$ cat src/rtl/seri2pari_pkg.sv
// Shared types and framing constants for the serial block receiver.
package seri2pari_pkg;

    // Receive FSM states.
    typedef enum logic [1:0] {
        IDLE  = 2'd0,
        DATA  = 2'd1,
        STOP  = 2'd2,
        FLUSH = 2'd3
    } state_t;

    // Line levels and frame length (start + 8 data + stop).
    localparam logic START_BIT  = 1'b0;
    localparam logic STOP_BIT   = 1'b1;
    localparam logic IDLE_LEVEL = 1'b1;
    localparam int   FRAME_BITS = 10;

endpackage

$ cat src/rtl/seri2pari_block_rx_deser.sv
// Frame deserialiser: finds the start bit, shifts in the data bits MSB first
// and judges the stop bit. Emits single-cycle good/err strobes that are
// combinational in the cycle the stop bit is on the line, so the parent
// registers the byte on the same edge that samples the stop bit.
module rx_frame_deser
    import seri2pari_pkg::*;
#(
    parameter int DATA_W = 8
) (
    input  logic              srclk,
    input  logic              reset,
    input  logic              inbit,
    output logic [DATA_W-1:0] rx_byte,
    output logic              rx_good,
    output logic              rx_err
);

    localparam int BC_W = $clog2(DATA_W) + 1;

    state_t            state_q, state_d;
    logic [BC_W-1:0]   bit_cnt_q, bit_cnt_d;
    logic [DATA_W-1:0] shift_q, shift_d;

    // State, bit counter and shift register; reset discards any partial byte.
    always_ff @(posedge srclk) begin
        if (reset) begin
            state_q   <= IDLE;
            bit_cnt_q <= '0;
            shift_q   <= '0;
        end else begin
            state_q   <= state_d;
            bit_cnt_q <= bit_cnt_d;
            shift_q   <= shift_d;
        end
    end

    // Next-state and strobe decode.
    always_comb begin
        state_d   = state_q;
        bit_cnt_d = bit_cnt_q;
        shift_d   = shift_q;
        rx_good   = 1'b0;
        rx_err    = 1'b0;
        unique case (state_q)
            IDLE: begin
                if (inbit == START_BIT) begin
                    state_d   = DATA;
                    bit_cnt_d = '0;
                end
            end
            DATA: begin
                // LSB-side shift leaves the first data bit in the MSB.
                shift_d   = {shift_q[DATA_W-2:0], inbit};
                bit_cnt_d = bit_cnt_q + BC_W'(1);
                if (bit_cnt_q == BC_W'(DATA_W - 1)) begin
                    state_d = STOP;
                end
            end
            STOP: begin
                if (inbit == STOP_BIT) begin
                    rx_good = 1'b1;
                    state_d = IDLE;
                end else begin
                    rx_err  = 1'b1;
                    state_d = FLUSH;
                end
            end
            FLUSH: begin
                // Line must return to idle before a new start bit counts.
                if (inbit == IDLE_LEVEL) begin
                    state_d = IDLE;
                end
            end
            default: state_d = IDLE;
        endcase
    end

    assign rx_byte = shift_q;

endmodule

$ cat src/rtl/seri2pari_block_rx.sv
// Serial block receiver: deserialises framed bytes into an NBYTES-deep
// buffer, flags a full block, and lets a reader drain it by address and
// release it with block_ack.
module seri2pari_block_rx
    import seri2pari_pkg::*;
#(
    parameter int NBYTES = 10,
    parameter int DATA_W = 8,
    parameter int CNT_W  = $clog2(NBYTES + 1),
    parameter int ADDR_W = $clog2(NBYTES)
) (
    input  logic              srclk,
    input  logic              reset,
    input  logic              inbit,
    input  logic [ADDR_W-1:0] rd_addr,
    output logic [DATA_W-1:0] rd_data,
    output logic              byte_valid,
    output logic [DATA_W-1:0] byte_data,
    output logic [CNT_W-1:0]  byte_count,
    output logic              block_valid,
    input  logic              block_ack,
    output logic              frame_err,
    output logic              overflow
);

    localparam logic [CNT_W-1:0]  FULL_CNT = CNT_W'(NBYTES);
    localparam logic [ADDR_W:0]   RD_LIMIT = (ADDR_W + 1)'(NBYTES);

    logic [DATA_W-1:0] rx_byte;
    logic              rx_good;
    logic              rx_err;

    logic [DATA_W-1:0] buf_q [NBYTES];
    logic [DATA_W-1:0] buf_d [NBYTES];
    logic [DATA_W-1:0] byte_data_q, byte_data_d;
    logic [CNT_W-1:0]  byte_count_q, byte_count_d;
    logic              byte_valid_q, byte_valid_d;
    logic              block_valid_q, block_valid_d;
    logic              frame_err_q, frame_err_d;
    logic              overflow_q, overflow_d;

    logic              ack_take;
    logic [CNT_W-1:0]  wr_idx;
    logic [ADDR_W-1:0] wr_addr;

    rx_frame_deser #(
        .DATA_W (DATA_W)
    ) u_deser (
        .srclk   (srclk),
        .reset   (reset),
        .inbit   (inbit),
        .rx_byte (rx_byte),
        .rx_good (rx_good),
        .rx_err  (rx_err)
    );

    // Buffer, counters and status flags.
    always_ff @(posedge srclk) begin
        if (reset) begin
            for (int i = 0; i < NBYTES; i++) buf_q[i] <= '0;
            byte_data_q   <= '0;
            byte_count_q  <= '0;
            byte_valid_q  <= 1'b0;
            block_valid_q <= 1'b0;
            frame_err_q   <= 1'b0;
            overflow_q    <= 1'b0;
        end else begin
            for (int i = 0; i < NBYTES; i++) buf_q[i] <= buf_d[i];
            byte_data_q   <= byte_data_d;
            byte_count_q  <= byte_count_d;
            byte_valid_q  <= byte_valid_d;
            block_valid_q <= block_valid_d;
            frame_err_q   <= frame_err_d;
            overflow_q    <= overflow_d;
        end
    end

    // Store / drop / release decision. An ack on the stop-bit edge frees
    // the buffer first, so that byte lands at index 0 instead of overflowing.
    always_comb begin
        buf_d         = buf_q;
        byte_data_d   = byte_data_q;
        byte_count_d  = byte_count_q;
        byte_valid_d  = 1'b0;
        block_valid_d = block_valid_q;
        frame_err_d   = 1'b0;
        overflow_d    = overflow_q;

        ack_take = block_ack & block_valid_q;
        wr_idx   = ack_take ? '0 : byte_count_q;
        wr_addr  = wr_idx[ADDR_W-1:0];

        if (ack_take) begin
            block_valid_d = 1'b0;
            byte_count_d  = '0;
        end

        if (rx_good) begin
            if ((!block_valid_q || ack_take) && (wr_idx < FULL_CNT)) begin
                buf_d[wr_addr] = rx_byte;
                byte_data_d    = rx_byte;
                byte_count_d   = wr_idx + CNT_W'(1);
                byte_valid_d   = 1'b1;
                if (wr_idx + CNT_W'(1) == FULL_CNT) begin
                    block_valid_d = 1'b1;
                end
            end else begin
                overflow_d = 1'b1;
            end
        end

        if (rx_err) begin
            frame_err_d = 1'b1;
        end
    end

    // Random-access read port; out-of-range addresses read as zero.
    always_comb begin
        rd_data = '0;
        if ({1'b0, rd_addr} < RD_LIMIT) begin
            rd_data = buf_q[rd_addr];
        end
    end

    assign byte_valid  = byte_valid_q;
    assign byte_data   = byte_data_q;
    assign byte_count  = byte_count_q;
    assign block_valid = block_valid_q;
    assign frame_err   = frame_err_q;
    assign overflow    = overflow_q;

endmodule
$ cat config.mk
export PLATFORM = sky130hd
export DESIGN_NAME = seri2pari_block_rx
export DESIGN_NICKNAME = d
export VERILOG_FILES = /design/src/rtl/seri2pari_pkg.sv /design/src/rtl/seri2pari_block_rx_deser.sv /design/src/rtl/seri2pari_block_rx.sv
export SDC_FILE = /design/constraint.sdc
export NUM_CORES = 1
export LEC_CHECK = 0
export ABC_AREA = 1
export CAP_MARGIN = 40
export CORE_UTILIZATION = 42
export DETAILED_ROUTE_END_ITERATION = 10
export PLACE_DENSITY_LB_ADDON = 0.2
export SKIP_LAST_GASP = 1
export SLEW_MARGIN = 30
export SYNTH_ARGS = -nofsm -noshare
export SYNTH_HDL_FRONTEND = slang
export SYNTH_SLANG_ARGS = --single-unit
export TNS_END_PERCENT = 100
$ cat constraint.sdc
create_clock -name srclk -period 3.3 [get_ports srclk]
set_input_delay 0.33 -clock srclk [delete_from_list [all_inputs] [get_ports srclk]]
set_output_delay 0.33 -clock srclk [all_outputs]
set_load 0.02 [all_outputs]
Word level (Yosys, flattened, before mapping) --
Index checks and enable logic that the tools add are counted.
Storage, ports and cells: logic and storage cells 77, register bits 110, input bits 8, output and inout port bits 24
Operators by class: $add $sub $neg 2, bitwise gates (word level) 5, muxes and demuxes 27, order comparisons 5, equality and inequality tests 8, reductions and logical operators 11
Operators by type and width (number):
- $bwmux W80 | 1
- $bmux W8 S4 | 1
- $demux W8 S4 | 1
- $mux W8 | 4
- $mux W4 | 4
- $ge A5 B5 Y1 const B | 2
- $mux W1 | 10
- $not A4 Y5 | 2
- $add A4 B1 Y4 const B | 2
- $lt A4 B4 Y1 const B | 2
- $mux W2 | 4
- $pmux W2 S4 | 1
- $pmux W4 S2 | 1
- $reduce_and A2 Y1 | 3
- $lt A5 B1 Y1 const B | 1
- $eq A2 B2 Y1 const B | 2
- $eq A4 B3 Y1 const B | 1
- $eq A4 B4 Y1 const B | 1
- $ne A2 B2 Y1 const B | 2
- $reduce_and A3 Y1 | 1
- $eq A2 B1 Y1 const B | 1
- $logic_and A1 B1 Y1 | 2
- $logic_not A2 Y1 | 1
- $ne A2 B1 Y1 const B | 1
- 6 further kinds | 7

Longest topological paths before layout --
Gate-level depths: netlist of the first run.
depth after elaboration 8, depth in mapped cells 9, gate-level depth less buffers 8

Modules after synthesis --
A second synthesis of the first run with hierarchy kept.
Unflattened totals: cells, all modules 763, area, all modules 5081.1 µm²
By module, submodules not included:
- seri2pari_block_rx | seq. area each 1921.8 µm², times used 1, area each 4506.8 µm², cells an instance 690
- rx_frame_deser | seq. area each 280.3 µm², times used 1, area each 574.3 µm², cells an instance 73

Worst setup path after synthesis of the first run --
No wires, ideal clock.
kind input -> output, from in rd_addr[2], to out rd_data[0], stages 4, arrival time 1.248 ns, path buffers 1, setup slack 1.722 ns, required time 2.970 ns, path through clkbuf_1 -> nor3_1 -> nand2_1 -> nand2_1
On the way: longest elaborated chain between the ends 5, elaborated cells between the ends (all ways) 6, those cells by class order compare: 1; mux: 4; bitwise: 1
RTL lines:
- start: declaration | line seri2pari_block_rx.sv:15 | input logic [ADDR_W-1:0] rd_addr,
- $not A4 Y5 (implied by the code) | line seri2pari_block_rx.sv:121 | rd_data = buf_q[rd_addr];
- $bmux W8 S4 | line seri2pari_block_rx.sv:121
- $mux W8 (implied by the code) (2 in a row) | line seri2pari_block_rx.sv:121
- $mux W8 * | line seri2pari_block_rx.sv:120 | if ({1'b0, rd_addr} < RD_LIMIT) begin
- end: declaration | line seri2pari_block_rx.sv:16 | output logic [DATA_W-1:0] rd_data,
Every way passes the cells marked *; elsewhere a longest branch is shown, timed or not. The select of a mux whose other input is x is not followed.

Worst setup path after layout of the first run --
from in rd_addr[0], to out rd_data[5]
Same word-level chain as after synthesis.

==> flow_summary.json, run 1 <==
{
  "avgSynthCellArea_um2": 7.01,
  "p_switching_w": 0.000667,
  "power.static_leakage_nw": 2.08,
  "ctsHtreeMaxLevel": 3,
  "globalRouteOverflowTotal": 0,
  "routed-via-count": 4648,
  "met1_length_mm": 6.61,
  "detailed_place.area_um2": 5240,
  "finalSetupViolCount": 0,
  "cts.sinks": 110,
  "max-cap-violations": 0,
  "firstDrtPassIters": 5,
  "synth_seq_cells": 110,
  "worstSetupStartpointType": "primary input",
  "synth_warnings": 0,
  "max_freq_mhz": 355,
  "core.rowCount": 38,
  "clk_pin_slew_ps": 80,
  "rr_worst_depth": 7,
  "min_path_cells": 1,
  "cp_slowest_cell": "clkdlybuf4s50_1",
  "cts_resized": 0,
  "critPathTopFamily": "buffers and inverters",
  "grt_max_degree": 70,
  "insertedDiodeCount": 0,
  "crit_required_ps": 2970,
  "slew_violations": 0,
  "synth_enable_flop_cells": 0,
  "finalClockSkew_ps": 14.5,
  "cts.repair_timing.setup_buffer_count": 0,
  "synth.area.top_cells": "dfxtp_1, o21ai_0, nor2_1",
  "flow.area_growth_from_synthesis_pct": 14.4,
  "worstSetupPathType": "primary input to output pin",
  "power.clock.fraction": 0.439,
  "final_nets": 714,
  "fin_area_um2": 5560,
  "buffer_ports.inserted": 31,
  "syn_inst": 694,
  "worst-slew-pin-transition_ps": 856,
  "portion_of_total_power_attributed_to_combinational_logic": 0.055,
  "post-route-period-util": 0.853,
  "setup_tns_ps": 0,
  "power.share.switching": 0.244,
  "yosysUniqueCellTypes": 27,
  "floorplan.initialDensity": 0.439,
  "global_routing_usage_summed_across_all_routing_layers": 0.252,
  "critical-path-top-cell-by-count": "clkdlybuf4s50_1",
  "clock_latency_at_the_later_pin_of_the_worst_skew_pair_ps": 360,
  "fraction_of_layout_instances_using_a_drive_strength_above_1": 0.0648,
  "critPathBufInv": 3,
  "detailedRoute.firstIterationViolations": 360,
  "ys_seq_area_frac": 0.453,
  "first_global_vias": 4245,
  "power_density_nw_per_um2": 491,
  "via_per_inst": 5.47,
  "grt_pass1_wl_mm": 22.4,
  "worstPathMaxFanout": 40,
  "detailed_place_hpwl_mm": 9.24,
  "finalPower_w": 0.00273,
  "antenna_found_initial": 0,
  "cpPeakStageDelay_ps": 600,
  "chipWidth_um": 110,
  "clock_tree.root_cell": "clkbuf_16",
  "post_syn_area_um2": 4860,
  "post-route-min-period_ps": 2810,
  "number_of_clock_buffers_inserted_by_tritoncts": 9,
  "synth_largest_area_cell": "dfxtp_1",
  "detailedPlace.worstSlack_ps": 559,
  "timing.critical_path.depth": 7,
  "internal-power_w": 0.00206,
  "antenna_violating_nets_post_route": 0,
  "end_kind": "output pin",
  "highest_layer": "met4",
  "run_status": "finished clean",
  "drcViolationCount": 0,
  "ioPinCount": 32,
  "unrepaired_setup_endpoints_after_global_routing": "no",
  "synth-main-ff-cell": "dfxtp_1",
  "routed_wire_length_per_instance_um": 16.8,
  "met2_length_mm": 6.23,
  "cts-hold-fix-buffers": 0,
  "die_span_in_y_um": 110,
  "slew_headroom": 0.428,
  "cts_tree": "yes",
  "fraction_of_registers_with_async_set_or_reset_after_synthesis": 0,
  "final.setup.worst_slack_ps": 485,
  "holdCritPathClass": "flip-flop to flip-flop",
  "netlist.area_leader.share": 0.453,
  "pwr-share-seq": 0.506,
  "core_region_area_um2": 11100,
  "detailroute.wirelength.met3_mm": 1.20,
  "timing.final.hold_violations": 0,
  "mappedNetlistNets": 703,
  "drt_wl_total_mm": 14.3,
  "vdd_drop_max_v": 0.000417,
  "clock_path_buffers": 2,
  "die_area_um2": 12000,
  "timing.critical_path.arrival_ps": 2480,
  "place.gp.congestion": 0.942,
  "critical_path.cell_chain": "clkdlybuf4s50_1 -> buf_4 -> o21ai_0 -> o211ai_1 -> nand3_1 -> nand2_1 -> clkdlybuf4s50_1"
}
layer usage:
| metal | vias up | GRT usage |
|---|---|---|
| met1 | 2129 | 0.349 |
| met4 | 0 | 0.0686 |
| met2 | 174 | 0.381 |
| li1 | 2322 | - |
| met5 | - | 0 |
| met3 | 23 | 0.0729 |
through the flow:
stage / hold WS [ps] / utilization / std cells
final: 418 / 0.502 / 850
after floorplan: 399 / - / 694
after global placement: 411 / 0.473 / 834
after CTS: 421 / 0.502 / 850
after detailed placement: 410 / 0.473 / 834
after global routing: 441 / 0.502 / 850
worst register-to-register path: cells and delay by family (launching register included):
family | cells | cell delay [ps]
DFF | 1 | 370
AOI/OAI and AO/OA | 1 | 130
and+or+nand+nor | 4 | 950
buffers and inverters | 2 | 510
Yosys cell counts (2+ instances only):
cell type,number
buf_2,2
buf_1,2
nand2_1,125
o21ai_1,2
clkbuf_1,31
o211ai_1,10
buf_4,5
nor2_4,5
clkinv_1,2
nor2_2,6
o21ai_0,97
nor2_1,127
a21oi_1,50
buf_6,2
nand2_2,6
nand3_1,20
nand4_1,3
dfxtp_1,110
inv_1,23
nor3_1,59
area by class of cell:
cell class / count / area (um^2)
timing repair buffer: 42 / 393
tap: 140 / 175
fill: 1099 / 5510
sequential: 110 / 2200
multi-input combinational: 516 / 2370
clock inverter: 7 / 101
inverter: 26 / 97.6
clock buffer: 9 / 225
cells by family after synthesis:
logic type	Yosys count	synth area share
and+or+nand+nor	354	0.313
AOI/OAI and AO/OA	161	0.172
DFF	110	0.453
buffers and inverters	68	0.0599
adders and majority gates	1	0.00257
path summary, 6_finish.rpt:
path                      startpoint         end  slack [ps]
setup / recovery          rd_addr[0]  rd_data[5]         490
hold reg to reg   u_deser.state_q[0]   frame_err         420
hold / removal    u_deser.state_q[0]   frame_err         420
setup reg to reg  u_deser.state_q[1]    buf_q[8]        1290
layout by cell type, fill, tap and decap left out, types with 2 or more instances in the layout:
master / netlist / routed
inv_1: 23 / 23
inv_6: 0 / 2
o21ai_1: 2 / 2
o21ai_0: 97 / 97
o211ai_1: 10 / 10
nand2_2: 6 / 6
clkbuf_16: 0 / 9
a21oi_1: 50 / 50
nor2_1: 127 / 127
nand2_1: 125 / 125
buf_4: 5 / 11
clkdlybuf4s50_1: 0 / 31
bufinv_16: 0 / 2
dfxtp_1: 110 / 110
nor2_4: 5 / 5
clkinv_1: 2 / 2
nand3_1: 20 / 20
nor3_1: 59 / 59
nor2_2: 6 / 6
nand4_1: 3 / 3
sequential cells by signal, indices dropped and copies added (netlist names), 2 cells and up:
| signal | cells |
|---|---|
| byte_count | 4 |
| u_deser.state_q | 2 |
| u_deser.rx_byte | 8 |
| u_deser.bit_cnt_q | 4 |
| buf_q | 80 |
| byte_data | 8 |
power by group through the flow:
| stage | Sequential, W | Combinational [W] | Clock (W) |
|---|---|---|---|
| after floorplan | 0.00137 | 0.000113 | 0 |
| after global placement | 0.00141 | 0.000146 | 0 |
| after detailed placement | 0.00141 | 0.000147 | 0 |
| after CTS | 0.00138 | 0.000148 | 0.00122 |
| after global routing | 0.00138 | 0.000164 | 0.00128 |
| final | 0.00138 | 0.000149 | 0.00120 |
(Power assumes the default switching activity.)
==> inputs of run 2 (changes only) <==
REMOVE_ABC_BUFFERS = 1   (was not set)
==> flow_summary.json, run 2 (same netlist as run 1, synthesis figures left out) <==
{
  "routed_wire_length_per_instance_um": 16.1,
  "antenna_violating_nets_post_route": 0,
  "finalSetupViolCount": 0,
  "mostFrequentLayoutCells": "nor2_1, nand2_1, dfxtp_1, o21ai_0, nor3_1",
  "die_span_in_y_um": 110,
  "slew_violations": 0,
  "mostFrequentLayoutCell": "nor2_1",
  "setup_tns_ps": 0,
  "cts.repair_timing.setup_buffer_count": 0,
  "timing.final.hold_violations": 0,
  "max_freq_mhz": 339,
  "slew_headroom": 0.538,
  "clk_pin_slew_ps": 80,
  "grt_pass1_wl_mm": 22.3,
  "antenna_found_initial": 0,
  "finalClockSkew_ps": 7.64,
  "core.rowCount": 38,
  "power_density_nw_per_um2": 467,
  "cts_resized": 0,
  "holdCritPathClass": "flip-flop to flip-flop",
  "cts-hold-fix-buffers": 0,
  "fin_util": 0.501,
  "globalRouteOverflowTotal": 0,
  "floorplan.initialDensity": 0.439,
  "worst-slew-pin-transition_ps": 692,
  "power.static_leakage_nw": 2.07,
  "detailed_place_hpwl_mm": 8.93,
  "post-route-period-util": 0.894,
  "worst-r2r-setup-slack_ps": 1250,
  "worstPathMaxFanout": 16,
  "ctsHtreeMaxLevel": 3,
  "run_status": "finished clean",
  "clock_tree.root_cell": "clkbuf_16",
  "worstSetupStartpointType": "primary input",
  "number_of_clock_buffers_inserted_by_tritoncts": 9,
  "die_area_um2": 12000,
  "flow.area_growth_from_synthesis_pct": 14.2,
  "max-cap-violations": 0,
  "final_nets": 713,
  "place.gp.congestion": 0.856,
  "via_per_inst": 5.50,
  "insertedDiodeCount": 0,
  "holdWs_ps": 430,
  "cts.sinks": 110,
  "global_routing_usage_summed_across_all_routing_layers": 0.245,
  "firstDrtPassIters": 5,
  "flip_flop_count_of_the_largest_register_all_copies_and_words_added": 80,
  "drcViolationCount": 0,
  "grt_max_degree": 70,
  "cts_tree": "yes",
  "first_global_vias": 4231,
  "core_region_area_um2": 11100,
  "crit_required_ps": 2970,
  "fraction_of_layout_instances_using_a_drive_strength_above_1": 0.0635,
  "unrepaired_setup_endpoints_after_global_routing": "no",
  "drt_wl_total_mm": 13.7,
  "routed-via-count": 4669,
  "chipWidth_um": 110,
  "buffer_ports.inserted": 31,
  "post-route-min-period_ps": 2950,
  "clock_path_buffers": 2,
  "clock_latency_at_the_later_pin_of_the_worst_skew_pair_ps": 350,
  "end_kind": "output pin",
  "detailedRoute.firstIterationViolations": 432,
  "worstSetupPathType": "primary input to output pin",
  "ioPinCount": 32,
  "largest_register_by_flop_count": "buf_q",
  "timing.critical_path.arrival_ps": 2620,
  "vdd_drop_max_v": 0.000429
}
-- run 2: cell count changes in the layout (fill, tap and decap cells not counted), sizes merged --
cell      before  now
bufinv         2    0
inv           27   29
buf           11   10
clkinv         3    4
clkinvlp       1    0
-- run 2: final timing paths --
check	start	end	cells past startpoint
worst max register to register	u_deser.state_q[0]	buf_q[67]	8
worst max-delay path	rd_addr[1]	rd_data[4]	7
worst min-delay path	u_deser.state_q[0]	frame_err	1
worst min register to register	u_deser.state_q[0]	frame_err	1
-- run 2: final cells by class --
class	instances	area [um^2]
well taps	140	175
clock inverters	7	62.6
clock buffers	9	225
multi-input cells	516	2370
flip-flops and latches	110	2200
repair buffers	41	423
fillers	1095	5520
inverters	26	97.6
-- run 2: through the flow --
step                total power [W]  cells  instance area (um^2)  worst slack, ps
floorplan                   0.00146    652                  4670             1250
global placement            0.00156    833                  5270              418
detailed placement          0.00156    833                  5270              399
CTS                         0.00261    849                  5560              395
global route                0.00269    849                  5560              193
finish                      0.00260    849                  5560              349
-- run 2: layer usage --
layer | vias up | share of wire | wire [um] | track usage
li1 | 2326 | - | - | -
met1 | 2173 | 0.45 | 6200 | 0.336
met2 | 158 | 0.47 | 6410 | 0.396
met3 | 12 | 0.068 | 934 | 0.0456
met4 | 0 | 0.010 | 141 | 0.0590
met5 | - | 0 | 0 | 0
-- run 2: report_power, final --
part	internal, W	switching, W
clock	0.000532	0.000532
combinational	0.0000566	0.000102
sequential	0.00134	0.0000391
-- run 2: worst max-delay path, stage by stage --
cell	delay [ps]
clkdlybuf4s50_1	880
buf_4	310
o21ai_0	100
o211ai_1	200
nand3_1	120
nand2_1	80
clkdlybuf4s50_1	590
